$ cat src/rtl/regfile_write_queue_pkg.sv
// Shared constants and the entry record used by the register-file write queue.
package regfile_write_queue_pkg;

   localparam int RWQ_DEPTH  = 8;
   localparam int RWQ_TAG_W  = 6;
   localparam int RWQ_DATA_W = 32;
   localparam int RWQ_PTR_W  = $clog2(RWQ_DEPTH);

   // One queued result at the default widths: valid flag, destination tag, data.
   typedef struct packed {
      logic                  valid;
      logic [RWQ_TAG_W-1:0]  tag;
      logic [RWQ_DATA_W-1:0] data;
   } wqEntry_t;

endpackage

$ cat src/rtl/regfile_write_queue_cam.sv
// Three-port tag match over all queued entries plus the entry currently being
// committed. It tells the operand read stage which tags are still in flight.
module regfile_write_queue_cam
   import regfile_write_queue_pkg::*;
#(
   parameter int DEPTH = RWQ_DEPTH,
   parameter int TAG_W = RWQ_TAG_W
) (
   input  logic                   reset,
   input  logic [DEPTH-1:0]       entryValid,
   input  logic [DEPTH*TAG_W-1:0] entryTags,
   input  logic                   commitValid,
   input  logic [TAG_W-1:0]       commitTag,
   input  logic [TAG_W-1:0]       readSelect0,
   input  logic [TAG_W-1:0]       readSelect1,
   input  logic [TAG_W-1:0]       readSelect2,
   output logic [2:0]             pendingHit
);

   logic [TAG_W-1:0] probes [3];
   logic             hit;

   // Match each probe against valid entries and the in-flight commit; gated off in reset.
   always_comb begin
      probes[0]  = readSelect0;
      probes[1]  = readSelect1;
      probes[2]  = readSelect2;
      pendingHit = '0;
      hit        = 1'b0;
      for (int k = 0; k < 3; k++) begin
         // The committing entry has left the queue but the register file has not written it yet.
         hit = commitValid && (commitTag == probes[k]);
         for (int i = 0; i < DEPTH; i++) begin
            if (entryValid[i] && (entryTags[i*TAG_W +: TAG_W] == probes[k])) begin
               hit = 1'b1;
            end
         end
         pendingHit[k] = reset & hit;
      end
   end

endmodule

$ cat src/rtl/regfile_write_queue.sv
// In-order write queue in front of the register file's single write port.
// Two producers enqueue per cycle; one entry drains per cycle into a registered
// commit stage. Acceptance looks only at registered occupancy, so a pop never
// makes room for a push in the same cycle.
module regfile_write_queue
   import regfile_write_queue_pkg::*;
#(
   parameter int DEPTH  = RWQ_DEPTH,
   parameter int TAG_W  = RWQ_TAG_W,
   parameter int DATA_W = RWQ_DATA_W
) (
   input  logic                     clk,
   input  logic                     reset,
   input  logic                     commitAllow,
   input  logic                     wrReq0,
   input  logic [TAG_W-1:0]         wrTag0,
   input  logic [DATA_W-1:0]        wrData0,
   input  logic                     wrReq1,
   input  logic [TAG_W-1:0]         wrTag1,
   input  logic [DATA_W-1:0]        wrData1,
   output logic [1:0]               wrAck,
   output logic                     writeCommit,
   output logic [TAG_W-1:0]         writeSelect0,
   output logic [DATA_W-1:0]        writeData0,
   input  logic [TAG_W-1:0]         readSelect0,
   input  logic [TAG_W-1:0]         readSelect1,
   input  logic [TAG_W-1:0]         readSelect2,
   output logic [2:0]               pendingHit,
   output logic [$clog2(DEPTH):0]   count,
   output logic                     full,
   output logic                     empty
);

   localparam int PTR_W = $clog2(DEPTH);
   localparam int CNT_W = PTR_W + 1;

   typedef struct packed {
      logic              valid;
      logic [TAG_W-1:0]  tag;
      logic [DATA_W-1:0] data;
   } entry_t;

   entry_t                 entries [DEPTH];
   logic [PTR_W-1:0]       head;
   logic [PTR_W-1:0]       tail;
   logic [PTR_W-1:0]       tailPort1;
   logic [CNT_W-1:0]       freeSlots;
   logic                   ack0;
   logic                   ack1;
   logic                   pop;
   logic [DEPTH-1:0]       validVec;
   logic [DEPTH*TAG_W-1:0] tagVec;

   // Acceptance and drain decisions from registered occupancy only.
   always_comb begin
      empty     = (count == '0);
      full      = (count == CNT_W'(DEPTH));
      freeSlots = CNT_W'(DEPTH) - count;
      ack0      = reset & wrReq0 & (freeSlots >= CNT_W'(1));
      ack1      = reset & wrReq1 &
                  (wrReq0 ? (freeSlots >= CNT_W'(2)) : (freeSlots >= CNT_W'(1)));
      wrAck     = {ack1, ack0};
      pop       = commitAllow & ~empty;
      // Producer 1 lands right behind producer 0 when both are accepted.
      tailPort1 = tail + PTR_W'(ack0);
   end

   // Queue storage, pointers, occupancy and the registered commit stage.
   always_ff @(posedge clk or negedge reset) begin
      if (!reset) begin
         head         <= '0;
         tail         <= '0;
         count        <= '0;
         writeCommit  <= 1'b0;
         writeSelect0 <= '0;
         writeData0   <= '0;
         for (int i = 0; i < DEPTH; i++) begin
            entries[i] <= '0;
         end
      end else begin
         if (pop) begin
            writeCommit         <= 1'b1;
            writeSelect0        <= entries[head].tag;
            writeData0          <= entries[head].data;
            entries[head].valid <= 1'b0;
            head                <= head + PTR_W'(1);
         end else begin
            writeCommit <= 1'b0;
         end
         // Pushes never target the head slot while it pops: that needs a full queue, which blocks pushes.
         if (ack0) begin
            entries[tail] <= '{valid: 1'b1, tag: wrTag0, data: wrData0};
         end
         if (ack1) begin
            entries[tailPort1] <= '{valid: 1'b1, tag: wrTag1, data: wrData1};
         end
         tail  <= tail + PTR_W'(ack0) + PTR_W'(ack1);
         count <= count + CNT_W'(ack0) + CNT_W'(ack1) - CNT_W'(pop);
      end
   end

   // Flatten entry valid bits and tags for the match block.
   always_comb begin
      validVec = '0;
      tagVec   = '0;
      for (int i = 0; i < DEPTH; i++) begin
         validVec[i]                = entries[i].valid;
         tagVec[i*TAG_W +: TAG_W]   = entries[i].tag;
      end
   end

   regfile_write_queue_cam #(
      .DEPTH (DEPTH),
      .TAG_W (TAG_W)
   ) u_cam (
      .reset       (reset),
      .entryValid  (validVec),
      .entryTags   (tagVec),
      .commitValid (writeCommit),
      .commitTag   (writeSelect0),
      .readSelect0 (readSelect0),
      .readSelect1 (readSelect1),
      .readSelect2 (readSelect2),
      .pendingHit  (pendingHit)
   );

endmodule

$ cat config.mk
export PLATFORM = sky130hd
export DESIGN_NAME = regfile_write_queue
export DESIGN_NICKNAME = d
export VERILOG_FILES = /design/src/rtl/regfile_write_queue_pkg.sv /design/src/rtl/regfile_write_queue_cam.sv /design/src/rtl/regfile_write_queue.sv
export SDC_FILE = /design/constraint.sdc
export NUM_CORES = 1
export LEC_CHECK = 0
export BUFFER_PORTS_ARGS = -buffer_cell sky130_fd_sc_hd__buf_2
export CAP_MARGIN = 20
export CORE_UTILIZATION = 40
export CTS_CLUSTER_DIAMETER = 120
export DETAILED_ROUTE_END_ITERATION = 10
export GPL_ROUTABILITY_DRIVEN = 0
export PLACE_DENSITY = 0.59
export SLEW_MARGIN = 15
export SYNTH_ARGS = -nofsm -noshare
export SYNTH_HDL_FRONTEND = slang
export SYNTH_SLANG_ARGS = --single-unit
$ cat constraint.sdc
create_clock -name clk -period 3.95 [get_ports clk]
set_input_delay 0.9875 -clock clk [delete_from_list [all_inputs] [get_ports clk]]
set_output_delay 0.9875 -clock clk [all_outputs]
set_load 0.02 [all_outputs]
==> results of run 1 <==
[cell type report]
| class | instances | share of cell area, % |
|---|---|---|
| flip-flops and latches | 361 | 36.95 |
| clock buffers | 67 | 5.091 |
| inverters | 16 | 0.2453 |
| clock inverters | 7 | 0.4754 |
| repair buffers | 196 | 4.979 |
| diodes | 4 | 0.04089 |
| multi-input cells | 1122 | 48.70 |
| well taps | 688 | 3.517 |
[routing by layer]
layer	wire (um)	up-vias	GRT usage, %
li1	-	6194	-
met2	29940	353	38.31
met1	27330	7322	30.97
met5	63	-	0
met4	1770	10	7.021
met3	3030	126	4.333
[worst reg2reg max path, stage by stage, from the launching register on]
cell     delay, ns
dfrtp_1       0.47
inv_1         0.15
ha_1          0.27
nor3b_4       0.26
a21oi_1       0.14
ha_1          0.20
ha_1          0.42
nand2_1       0.11
nor2_1        0.12
nand3_2       0.48
buf_12        0.37
mux2_2        0.28
[through the flow]
step	hold WS, ns	total power (uW)
after floorplan	0.5313	13880
after global placement	0.5072	16160
after detailed placement	0.5150	16420
after CTS	0.1756	20410
after global routing	0.1864	21500
final	0.2084	20240
[cells in the final DEF, fill, tap and decap left out, types with 7 or more instances in the layout]
| cell | n |
|---|---|
| xnor2_1 | 85 |
| buf_12 | 7 |
| mux2_2 | 600 |
| o21ai_0 | 8 |
| clkbuf_16 | 43 |
| nor4_1 | 30 |
| inv_1 | 16 |
| nand2_1 | 10 |
| ha_1 | 13 |
| clkbuf_1 | 16 |
| xor2_1 | 86 |
| mux4_2 | 76 |
| a21oi_1 | 41 |
| clkbuf_8 | 8 |
| buf_4 | 40 |
| dfrtp_1 | 358 |
| mux2_4 | 9 |
| mux2i_1 | 38 |
| nand3_1 | 9 |
| buf_2 | 147 |
| nand4_1 | 32 |
| nor2_1 | 50 |
[registers in the layout, indices dropped and copies added (netlist names)]
register / count
head: 3
tail: 3
writeData0: 32
writeSelect0: 6
count: 4
entries: 312
writeCommit: 1
[synth_stat cells, drive strengths merged, types with 8 or more instances]
library cell,count,area share [%]
nand2,10,0.17
a21oi,41,0.96
buf,72,1.7
nor2,50,0.87
clkbuf,46,0.80
inv,16,0.28
o21ai,8,0.19
dfrtp,361,42
nand3,13,0.30
xor2,86,3.5
nor4,30,0.87
ha,13,0.76
xnor2,86,3.5
nand4,32,0.93
mux2,609,32
mux2i,38,1.8
mux4,76,8.0
[report_power, final]
group	switching, uW	internal (uW)	total [uW]
Sequential	1900	5610	7510
Combinational	3510	5320	8840
Clock	1610	2300	3900
Total	7020	13200	20200
[how the worst max path moves through the flow]
stage | to | slack (ns) | cells after the start
floorplan | pendingHit[2] | 0.66 | 6
global placement | pendingHit[1] | 0.47 | 7
detailed placement | pendingHit[1] | 0.53 | 7
CTS | wrAck[1] | 0.09 | 8
global route | wrAck[1] | 0.05 | 8
finish | wrAck[1] | 0.22 | 8
[what timing repair did]
| item | CTS | global route |
|---|---|---|
| endpoints found under the setup margin | 0 | 1 |
| setup buffers | 0 | 3 |
| hold buffers | 0 | 0 |
[kinds of logic after synthesis]
family          share of synthesized area, %
mux                                    41.85
fa+ha+maj                             0.9444
simple gates                           3.696
compound gates                         1.632
xor+xnor                               7.018
flops                                  42.09
buf+inv                                2.769
==> results.json, run 1 <==
{
  "worstReg2RegStart": "count[1]",
  "netlist_area_mm2": 0.02146,
  "antenna_found_initial": 8,
  "leakage_uw": 0.01029,
  "port_buffers": 148,
  "violations": "DRC",
  "rsz0062_at_grt": "no",
  "post_cts_resized": 0,
  "r2r_cells": 11,
  "avgViaCountPerCell": 5.691,
  "rows": 84,
  "fillCellCount": 4796,
  "worst_pin_slew_ns": 1.059,
  "synth-seq-cells": 361,
  "cts_tree": "done",
  "dr_total_vias": 14005,
  "synth-edff-count": 0,
  "place_area_mm2": 0.02306,
  "dr.pass1.iters": 10,
  "multi_input_area_mm2": 0.01192,
  "crit_buf_inv": 3,
  "die_w_um": 233.7,
  "fp.dieH_um": 233.7,
  "drv_slew": 0,
  "hold_class": "in -> async",
  "routedWlPerCell_um": 25.24,
  "ys_seq_area_share_pct": 42.09,
  "max-cap-violations": 0,
  "ir_drop_mv": 0.5557,
  "wl_mm": 62.13,
  "synthesis.nets": 1731,
  "rrSetupSlack_ns": 0.55,
  "final_area_mm2": 0.02448,
  "cp_max_fo": 10,
  "maxSlewHeadroom_pct": 29.41,
  "fp.coreArea_mm2": 0.05276,
  "fmax_mhz": 267.8,
  "synth_top_flop_cell": "dfrtp_1",
  "root_buffer": "clkbuf_16",
  "finalClockSkew_ns": 0.02303,
  "syn2layout_area_growth_pct": 14.04,
  "path_cells": "inv_1, ha_1, nor2b_1, xnor2_2, buf_4, a31oi_4, and2_1, buf_2",
  "grt_pass1_vias": 14851,
  "synthDistinctLibCells": 34,
  "die_area_mm2": 0.05459,
  "post-place-ws_ns": 0.5341,
  "layout_min_cycle_time_ns": 3.733,
  "crit_type": "reg -> out",
  "numCtsBuffers": 43,
  "final_cells": 2461,
  "max_stage_delay_ns": 0.48,
  "drive_gt1_share_pct": 54.15,
  "p_per_area_mw_per_mm2": 827.0,
  "drc": 32,
  "path_clk_slew_ns": 0.06,
  "drt_iter0_markers": 832,
  "final_util_pct": 46.40,
  "clk_latency_ns": 0.58,
  "critPathSlowestCell": "dfrtp_1",
  "tns_ns": 0,
  "startpoint_type": "register",
  "startpoint": "count[1]",
  "start_util_pct": 40.68,
  "hold_violations": 0,
  "finalCritPeriodShare_pct": 94.52,
  "crit_arrival_ns": 2.75,
  "grt_max_degree": 186,
  "regArea_mm2": 0.009045,
  "crit_required_ns": 2.96,
  "dpl.cell_count": 2379,
  "synthCells": 1617,
  "ant_nets": 0,
  "grt_overflow": 0,
  "fin_ws_ns": 0.2165,
  "grt_pass1_wl_mm": 94.67,
  "worst_path_dominant_cell_family": "buffers and inverters",
  "dp_hpwl_mm": 38.75,
  "reg2reg_to": "entries[20]",
  "nNetsFinal": 1854,
  "cts-htree-levels": 2,
  "critPathCaptureType": "primary output",
  "finalSetupViolations": 0,
  "ios": 149,
  "cts.path.max_buffers": 3,
  "ys.warnings.count": 0,
  "gr-usage-all-layers_pct": 23.27,
  "async_reset_ff_share_pct": 100.0,
  "synth.avg_cell_area_um2": 13.27,
  "cts_sinks": 361,
  "status": "finished with violations"
}
Note: power is estimated with default switching activity, not from simulation.
==> inputs of run 2 (changes only) <==
CORE_ASPECT_RATIO = 1.25   (was default)
==> run 2 against run 1 <==
Net effect: the flow now finishes without violations; combinational power about the same; total power hardly changed; non-clock buffer count shrank 4; cell count decreased by 0.93%; register-to-register slack improved by 0.17 ns; wire length down 1.1%; first-iteration DRC count shrank 19%; utilization is essentially flat; global-route usage decreased by 0.27 points; largest cell class unchanged; hold slack got worse by 0.0035 ns; sequential share of layout area hardly changed.
==> results.json, run 2 (synthesized netlist as in run 1, its figures left out) <==
{
  "switchingPower_uw": 6984,
  "grt_max_degree": 176,
  "p_sw_share_pct": 34.48,
  "hold_class": "in -> async",
  "post_cts_resized": 0,
  "layout_commonest_cell": "mux2_2",
  "power_frac_seq_pct": 37.0,
  "reg.largest.list": "entries: 312 flops, writeData0: 32 flops, writeSelect0: 6 flops",
  "finalSetupViolations": 0,
  "dr.pass1.iters": 5,
  "grt_overflow": 0,
  "cts_sinks": 361,
  "maxSlewHeadroom_pct": 26.14,
  "routedWlPerCell_um": 25.20,
  "fin_hold_ws_ns": 0.2049,
  "worst_path_dominant_cell_family": "simple AND/OR/NAND/NOR gates",
  "max_stage_delay_ns": 0.50,
  "largest_reg_flops": 312,
  "rows": 94,
  "ant_nets": 0,
  "regMostFlops": "entries",
  "combPwrFrac_pct": 43.6,
  "critPathSlowestCell": "dfrtp_1",
  "numCtsBuffers": 41,
  "crit_type": "reg -> out",
  "final_cells": 2438,
  "gr-usage-all-layers_pct": 23.00,
  "finalClockSkew_ns": 0.02596,
  "grt_pass1_vias": 14714,
  "busiest_layer": "met2",
  "path_cells": "inv_1, ha_1, xnor2_1, nor3_1, a31oi_4, and2_1, buf_2",
  "critPathCaptureType": "primary output",
  "final_area_mm2": 0.02448,
  "fp.dieH_um": 261.0,
  "nNetsFinal": 1848,
  "path_clk_slew_ns": 0.06,
  "tns_ns": 0,
  "cts_tree": "done",
  "hold_violations": 0,
  "internal_power_uw": 13270,
  "finalCritPeriodShare_pct": 95.71,
  "rsz0062_at_grt": "no",
  "drt_iter0_markers": 675,
  "ios": 149,
  "avgViaCountPerCell": 5.626,
  "cts.path.max_buffers": 3,
  "startpoint_type": "register",
  "clk_latency_ns": 0.58,
  "port_buffers": 148,
  "drive_gt1_share_pct": 54.50,
  "wl_mm": 61.44,
  "antenna_found_initial": 6,
  "drv_slew": 0,
  "syn2layout_area_growth_pct": 14.04,
  "root_buffer": "clkbuf_16",
  "max-cap-violations": 0,
  "met3_usage_pct": 3.454,
  "die_w_um": 209.2,
  "grt_util_met2_pct": 39.71,
  "start_util_pct": 40.65,
  "use_met1_pct": 29.52,
  "die_area_mm2": 0.05460,
  "fillCellCount": 4711,
  "crit_required_ns": 2.96,
  "crit_buf_inv": 2,
  "dpl.cell_count": 2362,
  "fp.coreArea_mm2": 0.05281,
  "worst_pin_slew_ns": 1.108,
  "grt_pass1_wl_mm": 94.32,
  "cts-htree-levels": 2,
  "dr_total_vias": 13717,
  "place_area_mm2": 0.02308,
  "clock_power_share_pct": 19.5,
  "status": "completed",
  "drc": 0,
  "p_per_area_mw_per_mm2": 827.6,
  "ir_drop_mv": 0.3715,
  "final_cell_mix": "600 x mux2_2, 358 x dfrtp_1, 147 x buf_2",
  "leakage_uw": 0.01031,
  "dp_hpwl_mm": 39.26,
  "final_util_pct": 46.35,
  "layout_min_cycle_time_ns": 3.780,
  "fmax_mhz": 264.5,
  "cp_max_fo": 9,
  "crit_arrival_ns": 2.79
}
run 2: changes by cell type in the layout (fill, tap and decap cells not counted):
cell       change
diode_2        -3
inv_8          -1
clkbuf_8       +3
clkbuf_16      -2
bufinv_16      +1
clkinv_2       +4
clkinv_4       +2
buf_12         +4
buf_4          -7
inv_6          +1
buf_16         -1
clkbuf_1       -8
run 2: power groups by stage:
stage | clock network (uW) | logic [uW] | registers (uW)
finish | 3950 | 8820 | 7490
global route | 4180 | 9560 | 7770
CTS | 4050 | 8910 | 7510
detailed placement | 0 | 8880 | 7580
global placement | 0 | 8680 | 7480
floorplan | 0 | 6990 | 6890
run 2: final timing paths:
path	slack, ns	end	from	cells after the start
min in group clk	0.52	writeData0[2]	writeData0[2]	2
max in group asynchronous	1.81	head[1]	reset	3
worst min-delay path	0.20	tail[1]	reset	1
worst max register to register	0.72	entries[216]	count[1]	12
worst max-delay path	0.17	wrAck[1]	count[0]	7
worst min register to register	0.52	writeData0[2]	writeData0[2]	2
run 2: area by class of cell:
class	count	area [um2]	share of cell area, %
Sequential cell	361	9045	36.95
Clock buffer	60	1207	4.933
Timing Repair Buffer	192	1219	4.979
Multi-Input combinational cell	1122	11920	48.70
Clock inverter	14	181.4	0.7412
Inverter	16	60.06	0.2454
Tap cell	672	840.8	3.435
Antenna cell	1	2.502	0.01022
run 2: layer usage:
metal,routed length (um),vias to the layer above
met5,57,-
met4,1830,10
met3,2151,107
met2,30780,246
met1,26620,7148
li1,-,6206
run 2: metrics by stage:
step / setup WS (ns) / power (uW)
after global routing: 0.01282 / 21520
after global placement: 0.4256 / 16160
after CTS: 0.03933 / 20470
after floorplan: 0.6583 / 13880
final: 0.1696 / 20260
after detailed placement: 0.4124 / 16460
run 2: timing repair:
action                                  4_1_cts  5_1_grt
endpoints found under the setup margin        0        1
hold buffers                                  0        0
setup buffers                                 0        1
